`src/rtl/fifo_pkg.sv`:
```
// fifo_pkg: shared helpers and pack-order constants for the width-converting FIFO.
package fifo_pkg;

    localparam bit PACK_LSB_FIRST = 1'b0;
    localparam bit PACK_MSB_FIRST = 1'b1;

    function automatic int clog2(input int v);
        int r;
        r = 0;
        while ((1 << r) < v) r++;
        return r;
    endfunction

endpackage

```
`src/rtl/fifo_ram_sdp.sv`:
```
// fifo_ram_sdp: simple dual-port RAM, synchronous write, asynchronous read.
module fifo_ram_sdp #(
    parameter int W     = 16,
    parameter int DEPTH = 128,
    parameter int AW    = 7
) (
    input  logic          i_clk,
    input  logic          i_we,
    input  logic [AW-1:0] i_waddr,
    input  logic [W-1:0]  i_wdata,
    input  logic [AW-1:0] i_raddr,
    output logic [W-1:0]  o_rdata
);

    logic [W-1:0] r_mem [DEPTH];

    always_ff @(posedge i_clk) begin
        if (i_we) r_mem[i_waddr] <= i_wdata;
    end

    assign o_rdata = r_mem[i_raddr];

endmodule

```
`src/rtl/sync_fifo_wconv.sv`:
```
// sync_fifo_wconv: single-clock FIFO packing RATIO narrow write words into one wide read word,
// with almost-full, sticky error flags, synchronous flush and optional show-ahead reads.
module sync_fifo_wconv
    import fifo_pkg::*;
#(
    parameter int WR_WIDTH  = 8,
    parameter int RATIO     = 2,
    parameter int WR_DEPTH  = 256,
    parameter int AF_THRESH = 240,
    parameter bit SHOWAHEAD = 1'b0,
    parameter bit MSB_FIRST = PACK_LSB_FIRST,
    localparam int RD_WIDTH = WR_WIDTH * RATIO,
    localparam int RD_DEPTH = WR_DEPTH / RATIO,
    localparam int UW       = clog2(WR_DEPTH) + 1,
    localparam int RW       = clog2(RD_DEPTH) + 1
) (
    input  logic                sys_clk,
    input  logic                sys_rst,
    input  logic                sclr,
    input  logic                err_clr,
    input  logic [WR_WIDTH-1:0] wr_data,
    input  logic                wr_req,
    input  logic                rd_req,
    output logic [RD_WIDTH-1:0] rd_data,
    output logic                empty,
    output logic                full,
    output logic                almost_full,
    output logic [UW-1:0]       wr_usedw,
    output logic [RW-1:0]       rd_usedw,
    output logic                overflow,
    output logic                underflow
);

    localparam int AW = (clog2(RD_DEPTH) > 0) ? clog2(RD_DEPTH) : 1;
    localparam int LW = (RATIO > 1) ? clog2(RATIO) : 1;

    logic [AW-1:0]       r_wr_ptr, r_rd_ptr, w_wr_ptr_nx, w_rd_ptr_nx;
    logic [LW-1:0]       r_lane, w_lane_nx, w_pos;
    logic [RW-1:0]       r_rd_usedw, w_rd_usedw_nx;
    logic [UW-1:0]       w_wr_usedw_nx;
    logic [RD_WIDTH-1:0] r_pack, w_pack_nx, w_ram_q, r_rd_data, w_rd_data_nx;
    logic                r_empty, r_full, r_af, r_ovf, r_unf, w_ovf_nx, w_unf_nx;
    logic                w_wr, w_rd, w_lane_last, w_commit;

    assign w_wr        = wr_req && !r_full;
    assign w_rd        = rd_req && !r_empty;
    assign w_lane_last = (RATIO == 1) || (r_lane == LW'(RATIO - 1));
    assign w_commit    = w_wr && w_lane_last;
    assign w_pos       = MSB_FIRST ? LW'(RATIO - 1) - r_lane : r_lane;

    // the word committed to RAM already includes the lane being written this cycle
    always_comb begin
        w_pack_nx = r_pack;
        w_pack_nx[w_pos*WR_WIDTH +: WR_WIDTH] = wr_data;
    end

    always_comb begin
        w_lane_nx     = w_wr ? (w_lane_last ? '0 : r_lane + LW'(1)) : r_lane;
        w_wr_ptr_nx   = w_commit ? (r_wr_ptr == AW'(RD_DEPTH - 1) ? '0 : r_wr_ptr + AW'(1)) : r_wr_ptr;
        w_rd_ptr_nx   = w_rd ? (r_rd_ptr == AW'(RD_DEPTH - 1) ? '0 : r_rd_ptr + AW'(1)) : r_rd_ptr;
        w_rd_usedw_nx = r_rd_usedw + RW'(w_commit) - RW'(w_rd);
        w_ovf_nx      = (r_ovf && !err_clr) || (wr_req && r_full);
        w_unf_nx      = (r_unf && !err_clr) || (rd_req && r_empty);
        w_rd_data_nx  = w_rd ? w_ram_q : r_rd_data;
        if (sclr) begin
            w_lane_nx     = '0;
            w_wr_ptr_nx   = '0;
            w_rd_ptr_nx   = '0;
            w_rd_usedw_nx = '0;
            w_ovf_nx      = 1'b0;
            w_unf_nx      = 1'b0;
            w_rd_data_nx  = '0;
        end
    end

    assign w_wr_usedw_nx = UW'(w_rd_usedw_nx) * UW'(RATIO) + UW'(w_lane_nx);

    always_ff @(posedge sys_clk or posedge sys_rst) begin
        if (sys_rst) begin
            r_pack     <= '0;
            r_lane     <= '0;
            r_wr_ptr   <= '0;
            r_rd_ptr   <= '0;
            r_rd_usedw <= '0;
            r_empty    <= 1'b1;
            r_full     <= 1'b0;
            r_af       <= 1'b0;
            r_ovf      <= 1'b0;
            r_unf      <= 1'b0;
            r_rd_data  <= '0;
        end else begin
            if (w_wr) r_pack <= w_pack_nx;
            r_lane     <= w_lane_nx;
            r_wr_ptr   <= w_wr_ptr_nx;
            r_rd_ptr   <= w_rd_ptr_nx;
            r_rd_usedw <= w_rd_usedw_nx;
            r_empty    <= w_rd_usedw_nx == '0;
            r_full     <= w_wr_usedw_nx == UW'(WR_DEPTH);
            r_af       <= w_wr_usedw_nx >= UW'(AF_THRESH);
            r_ovf      <= w_ovf_nx;
            r_unf      <= w_unf_nx;
            r_rd_data  <= w_rd_data_nx;
        end
    end

    fifo_ram_sdp #(
        .W     (RD_WIDTH),
        .DEPTH (RD_DEPTH),
        .AW    (AW)
    ) u_ram (
        .i_clk   (sys_clk),
        .i_we    (w_commit && !sclr),
        .i_waddr (r_wr_ptr),
        .i_wdata (w_pack_nx),
        .i_raddr (r_rd_ptr),
        .o_rdata (w_ram_q)
    );

    assign rd_data     = SHOWAHEAD ? (r_empty ? '0 : w_ram_q) : r_rd_data;
    assign empty       = r_empty;
    assign full        = r_full;
    assign almost_full = r_af;
    assign wr_usedw    = UW'(r_rd_usedw) * UW'(RATIO) + UW'(r_lane);
    assign rd_usedw    = r_rd_usedw;
    assign overflow    = r_ovf;
    assign underflow   = r_unf;

endmodule

```
`config.mk`:
```
export PLATFORM = sky130hd
export DESIGN_NAME = sync_fifo_wconv
export DESIGN_NICKNAME = d
export VERILOG_FILES = /design/src/rtl/fifo_pkg.sv /design/src/rtl/fifo_ram_sdp.sv /design/src/rtl/sync_fifo_wconv.sv
export SDC_FILE = /design/constraint.sdc
export NUM_CORES = 2
export LEC_CHECK = 0
export CAP_MARGIN = 10
export CORE_MARGIN = 4
export CORE_UTILIZATION = 55
export CTS_CLUSTER_DIAMETER = 150
export DETAILED_ROUTE_END_ITERATION = 8
export HOLD_SLACK_MARGIN = 0.15
export MAX_ROUTING_LAYER = met4
export PLACE_DENSITY = 0.69
export SKIP_LAST_GASP = 1
export SLEW_MARGIN = 5
export SYNTH_ARGS = -nofsm -noshare
export SYNTH_HDL_FRONTEND = slang
export SYNTH_SLANG_ARGS = --single-unit
```
`constraint.sdc`:
```
create_clock -name sys_clk -period 5.17 [get_ports sys_clk]
set_input_delay 1.034 -clock sys_clk [delete_from_list [all_inputs] [get_ports sys_clk]]
set_output_delay 1.034 -clock sys_clk [all_outputs]
set_load 0.01 [all_outputs]
```
# Yosys cells after proc, flatten, opt, wreduce, memory -nomap -nowiden

Memory sizes are Yosys's and may differ from the RTL's.
Cells that the tools add are included.

Flip-flop bits (word level): 60
Latch bits: 0
Bits in writable memories: 2048
Memory bits (read-only): 0
Output and inout bits: 38
Word-level logic and storage cells: 60
Memories: 1

Memories:

| name        | depth | width | rd ports | clocked after memory_dff | wr ports | RTL line           | source |
|---|---|---|---|---|---|---|---|
| u_ram.r_mem | 128   | 16    | 1        | 0                        | 1        | fifo_ram_sdp.sv:15 | `logic [W-1:0] r_mem [DEPTH];` |

$add $sub $neg: 8
$mul: 0
Div/mod/pow operators: 0
$lt $le $gt $ge: 1
Eq/ne operators: 3
Shift operators: 2
Mux-type cells: 17
Bitwise operators: 0
Reduce and logical (&&, ||, !) cells: 17

Operators by type and width:

| cell                                                                     | number |
|---|---|
| 7-bit 2-to-1 mux                                                         | 6 |
| 4-bit negation with 34-bit output                                        | 1 |
| 8-bit by 34-bit variable shift with 16-bit output (first input constant) | 1 |
| 8-bit by 34-bit indexed part select with 16-bit output                   | 1 |
| 16-bit 2-to-1 mux                                                        | 2 |
| 9-bit by 1-bit adder with 9-bit output                                   | 2 |
| 16-bit bitwise mux                                                       | 1 |
| 7-bit by 1-bit adder with 7-bit output (second input constant)           | 2 |
| 7-bit == test (second input constant)                                    | 2 |
| 9-bit == test (second input constant)                                    | 1 |
| 9-bit by 8-bit >= comparator with 1-bit output (second input constant)   | 1 |
| 8-bit by 1-bit adder with 8-bit output                                   | 1 |
| 1-bit logical AND                                                        | 8 |
| 8-bit logical NOT                                                        | 1 |
| 8-bit 2-to-1 mux                                                         | 1 |
| 8-bit by 1-bit subtractor with 8-bit output                              | 1 |
| 1-bit 2-to-1 mux                                                         | 7 |
| 1-bit logical NOT                                                        | 4 |
| 2-bit nonzero test                                                       | 2 |
| 1-bit logical OR                                                         | 2 |
| 1-bit adder (second input constant)                                      | 1 |

# Depth between registers and ports, before layout

Depth in word-level cells: 8
Depth in mapped cells: 17
Mapped depth without buffers: 15

# Modules after synthesis

A second synthesis with hierarchy kept.

Cell total of the unflattened synthesis: 3364
Area, all modules: 81266.7 um^2

Modules (own cells, without submodules):

| module          | times used | cells each | area an instance (um^2) |
|---|---|---|---|
| fifo_ram_sdp    | 1          | 3070       | 78202.5 |
| sync_fifo_wconv | 1          | 294        | 3064.2 |

# Least setup slack after synthesis

Ideal clock, no wire load.

Kind: in2reg
Start: input wr_req
End: register r_full, in the netlist full
Setup time: 0.100 ns
Arrival: 4.118 ns
Data required time: 5.070 ns
Slack: 0.951 ns
Stages: 16
Buffers on the path: 2
Cell sequence: nand2b_1 > clkbuf_1 > clkbuf_1 > inv_1 > ha_1 > inv_1 > ha_1 > inv_1 > ha_1 > a21o_1 > a21oi_1 > o21bai_1 > a2111oi_0 > nor4_1 > nor3_1 > nor4bb_1

Word-level cells in the longest chain between the ends: 7
Elaborated cells on any way between the ends: 9
Those cells by class: 3 x add/sub; 1 x eq/ne; 3 x mux; 2 x reduce/logical

Ends and longest elaborated chain:

| what                                        | RTL line              | source |
|---|---|---|
| start, declared                             | sync_fifo_wconv.sv:22 | `input logic wr_req,` |
| 1-bit logical AND                           | sync_fifo_wconv.sv:45 | `assign w_wr = wr_req && !r_full;` |
| 1-bit logical AND                           | sync_fifo_wconv.sv:48 | `assign w_commit = w_wr && w_lane_last;` |
| 8-bit by 1-bit adder with 8-bit output      | sync_fifo_wconv.sv:61 | `w_rd_usedw_nx = r_rd_usedw + RW'(w_commit) - RW'(w_rd);` |
| 8-bit by 1-bit subtractor with 8-bit output | sync_fifo_wconv.sv:61 |  |
| 8-bit 2-to-1 mux                            | sync_fifo_wconv.sv:65 | `if (sclr) begin` |
| named net w_rd_usedw_nx[7]                  | sync_fifo_wconv.sv:39 | `logic [RW-1:0] r_rd_usedw, w_rd_usedw_nx;` |
| 9-bit by 1-bit adder with 9-bit output      | sync_fifo_wconv.sv:76 | `assign w_wr_usedw_nx = UW'(w_rd_usedw_nx) * UW'(RATIO) + UW'(w_lane_nx);` |
| 9-bit == test                               | sync_fifo_wconv.sv:98 | `r_full <= w_wr_usedw_nx == UW'(WR_DEPTH);` |
| end signal, assigned                        | sync_fifo_wconv.sv:98 |  |
| end, declared                               | sync_fifo_wconv.sv:42 | `logic r_empty, r_full, r_af, r_ovf, r_unf, w_ovf_nx, w_unf_nx;` |

The timed path passes the listed nets, and every way through them passes these cells.
A chain may end at the register's enable or synchronous reset.

# Worst setup path after layout

Start: register r_rd_ptr[0]
End: register r_rd_data[12], in the netlist rd_data[12]

Word-level cells in the longest chain between the ends: 3

Ends and longest elaborated chain:

| what                     | RTL line               | source |
|---|---|---|
| start, declared          | sync_fifo_wconv.sv:37  | `logic [AW-1:0] r_wr_ptr, r_rd_ptr, w_wr_ptr_nx, w_rd_ptr_nx;` |
| start signal, assigned   | sync_fifo_wconv.sv:95  | `r_rd_ptr <= w_rd_ptr_nx;` |
| memory read 128 x 16 bit | -                      |  |
| 16-bit 2-to-1 mux        | sync_fifo_wconv.sv:64  | `w_rd_data_nx = w_rd ? w_ram_q : r_rd_data;` |
| 16-bit 2-to-1 mux        | sync_fifo_wconv.sv:65  |  |
| end signal, assigned     | sync_fifo_wconv.sv:102 | `r_rd_data <= w_rd_data_nx;` |
| end, declared            | sync_fifo_wconv.sv:41  | `logic [RD_WIDTH-1:0] r_pack, w_pack_nx, w_ram_q, r_rd_data, w_rd_data_nx;` |

No other way between the ends. The select of a mux whose other input is x is not followed.

==> results.json <==
{
  "status": "completed",
  "path_max_fanout": 29,
  "maxCapViolCount": 0,
  "synthTopCellsByArea": "edfxtp_1 75%, mux4_2 13%, mux2i_1 1.9%",
  "fillers": 9969,
  "cp.arrival_ns": 4.82,
  "synth_cell_types": 77,
  "grt_first_pass_wirelength_mm": 301,
  "die-area_um2": 156000,
  "stdcell_count": 6213,
  "num_rows": 141,
  "setup_viol": 0,
  "worstSetupEndpointType": "register",
  "reg2reg_from": "r_rd_ptr[0]",
  "post-route-period-util_pct": 79.5,
  "power.leakage_nw": 28.9,
  "grt-ovfl-total": 0,
  "fin_tns_setup_ns": 0,
  "worstHoldPathType": "reg2reg",
  "wl_met3_mm": 22.2,
  "h-tree-depth": 4,
  "drc": 0,
  "routed.top_layer": "met4",
  "numClockSinks": 2108,
  "cts-root-buf": "clkbuf_16",
  "clockBufferDepth": 3,
  "async_reset_ff_share_pct": 2.85,
  "yosysSeqAreaShare_pct": 76.5,
  "track_usage_pct": 27.8,
  "synth_top_area_cell": "edfxtp_1",
  "synth-edff-count": 2048,
  "peakVddDrop_uv": 359,
  "clkTransAtPathRegs_ns": 0.06,
  "netlist_instances": 3834,
  "p_per_area_nw_per_um2": 436,
  "dr.pass1.iters": 5,
  "synth_seq_cells": 2108,
  "io_pins": 52,
  "synth.most_common_cell": "edfxtp_1",
  "drt_wl_total_mm": 208,
  "synth_common_cells": "2,048 x edfxtp_1, 466 x mux4_2, 196 x nor2_1, 158 x mux2i_1, 88 x nand2_1",
  "dpl.cell_count": 5846,
  "cts_hold_buf": 0,
  "cp.required_ns": 5.88,
  "drt-vias-per-instance": 6.66,
  "first_iter_violations": 5696,
  "grt_max_degree": 130,
  "worst_setup_path_start_kind": "register",
  "crit_type": "reg2reg",
  "clock_latency_ns": 0.84,
  "route.met2.wl_mm": 96.6,
  "timing.fmax_ghz": 0.243,
  "start_util_pct": 55.6,
  "syn_area_um2": 82300,
  "grt_pass1_vias": 40500,
  "dp_hpwl_mm": 128,
  "cts-resized-gates": 0,
  "synth-main-ff-cell": "edfxtp_1",
  "tightest_slew_ns": 1.24,
  "ys_warn_count": 0,
  "cts_tree": "yes",
  "die_x_um": 395,
  "cts_buffers": 200,
  "dr_total_vias": 41400,
  "drive_gt1_share_pct": 25.3,
  "drv_slew": 0,
  "clock_skew_ns": 0.0400,
  "ant_nets": 0,
  "synth_nets": 3860,
  "core_area_um2": 148000,
  "max_slew_margin_pct": 17.3,
  "rsz0062_at_grt": "no",
  "area_delta_synth_final_pct": 12.2,
  "hold_violations": 0,
  "gp_congestion": 1.01,
  "fin_hold_ws_ns": 0.504,
  "syn_avg_cell_area_um2": 21.5,
  "period_minus_slack_ns": 4.11,
  "startpoint": "r_rd_ptr[0]",
  "synth_top_cell_area_share_pct": 74.7,
  "io_buffers": 51,
  "cts_setup_buffers": 0,
  "min_from": "r_pack[4]",
  "die-height_um": 395,
  "wl_met1_mm": 80.5,
  "grt_antenna_before_repair": 9,
  "wire_per_inst_um": 33.5,
  "nets": 4144
}
## kinds of logic (layout without fill, tap and decap cells)
group           after synthesis  after routing  share of synthesized area [%]
compound gates              345            345                           3.03
xor+xnor                     12             12                          0.128
fa+ha+maj                    12             12                          0.191
buf+inv                     245            692                           1.96
flops                      2108           2108                           76.5
mux                         689            689                           15.9
other cells                   0              2                              0
simple gates                423            423                           2.30
## registers in the layout, indices dropped and copies added (netlist names)
register / cells
overflow: 1
r_rd_ptr: 7
full: 1
almost_full: 1
rd_data: 16
u_ram.r_mem: 2048
r_pack: 16
r_lane: 1
rd_usedw: 8
empty: 1
underflow: 1
r_wr_ptr: 7
## routing by layer
layer  track usage (%)  vias up
met5                 -        -
met4              10.1        0
met3              6.41      464
met2              40.4     2446
met1              39.2    21800
li1                  -    16600
## layout make-up
class,instances,area (um^2),area share [%]
Antenna cell,2,5.00,0.00542
Multi-Input combinational cell,1481,17800,19.3
Tap cell,1930,2410,2.61
Clock buffer,258,5400,5.85
Timing Repair Buffer,306,2710,2.93
Clock inverter,107,881,0.954
Inverter,21,82.6,0.0894
Sequential cell,2108,63000,68.2
## worst max-delay path, stage by stage, from the launching register on
cell	delay, ns
dfrtp_4	1.03
buf_12	0.30
buf_4	0.29
mux4_1	0.56
nor2b_1	0.14
a211oi_1	0.39
a311o_1	0.45
nand3_1	0.37
a32o_1	0.37
## through the flow
| step | worst slack, ns | total power, W | utilization [%] | area (um^2) |
|---|---|---|---|---|
| after detailed placement | 0.516 | 0.0266 | 58.1 | 86100 |
| after floorplan | 0.952 | 0.0243 | - | 82300 |
| final | 1.06 | 0.0402 | 62.3 | 92400 |
| after global routing | 0.913 | 0.0416 | 62.3 | 92400 |
| after CTS | 1.19 | 0.0404 | 62.3 | 92400 |
| after global placement | 0.492 | 0.0264 | 58.1 | 86100 |
## where the power goes
group          leakage [nW]  switching (W)  internal [W]
Clock                  3.06        0.00614       0.00787
Sequential             19.2       0.000166        0.0207
Combinational          6.64        0.00376       0.00156
Total                  28.9         0.0101        0.0302
## path summary, 6_finish.rpt
| check | slack [ns] | cells past startpoint | endpoint |
|---|---|---|---|
| min in group asynchronous | 0.69 | 2 | r_pack[12] |
| max in group asynchronous | 3.49 | 3 | r_rd_ptr[2] |
| setup reg to reg | 1.06 | 8 | rd_data[12] |
| hold / removal | 0.50 | 1 | r_pack[4] |
| setup / recovery | 1.06 | 8 | rd_data[12] |
| hold reg to reg | 0.50 | 1 | r_pack[4] |
## cell usage in the layout (no fill, tap or decap), drive strengths merged, types with 9 or more instances in the layout
cell type,netlist,layout
o21ai,45,45
o22ai,14,14
mux4,483,483
clkdlybuf4s50,0,50
clkinv,1,91
o31ai,15,15
bufinv,0,10
edfxtp,2048,2048
o2111ai,9,9
o221ai,12,12
a211oi,20,20
a221oi,34,34
a21oi,70,70
nand3,30,30
inv,20,24
mux2i,158,158
nor3,35,35
ha,11,11
nor2,197,197
nor2b,22,22
a22o,9,9
dfrtp,59,59
mux2,48,48
buf,143,256
nand2b,14,14
a22oi,44,44
clkbuf,81,258
nand2,88,88
a221o,17,17
Note: power is estimated with default switching activity, not from simulation.
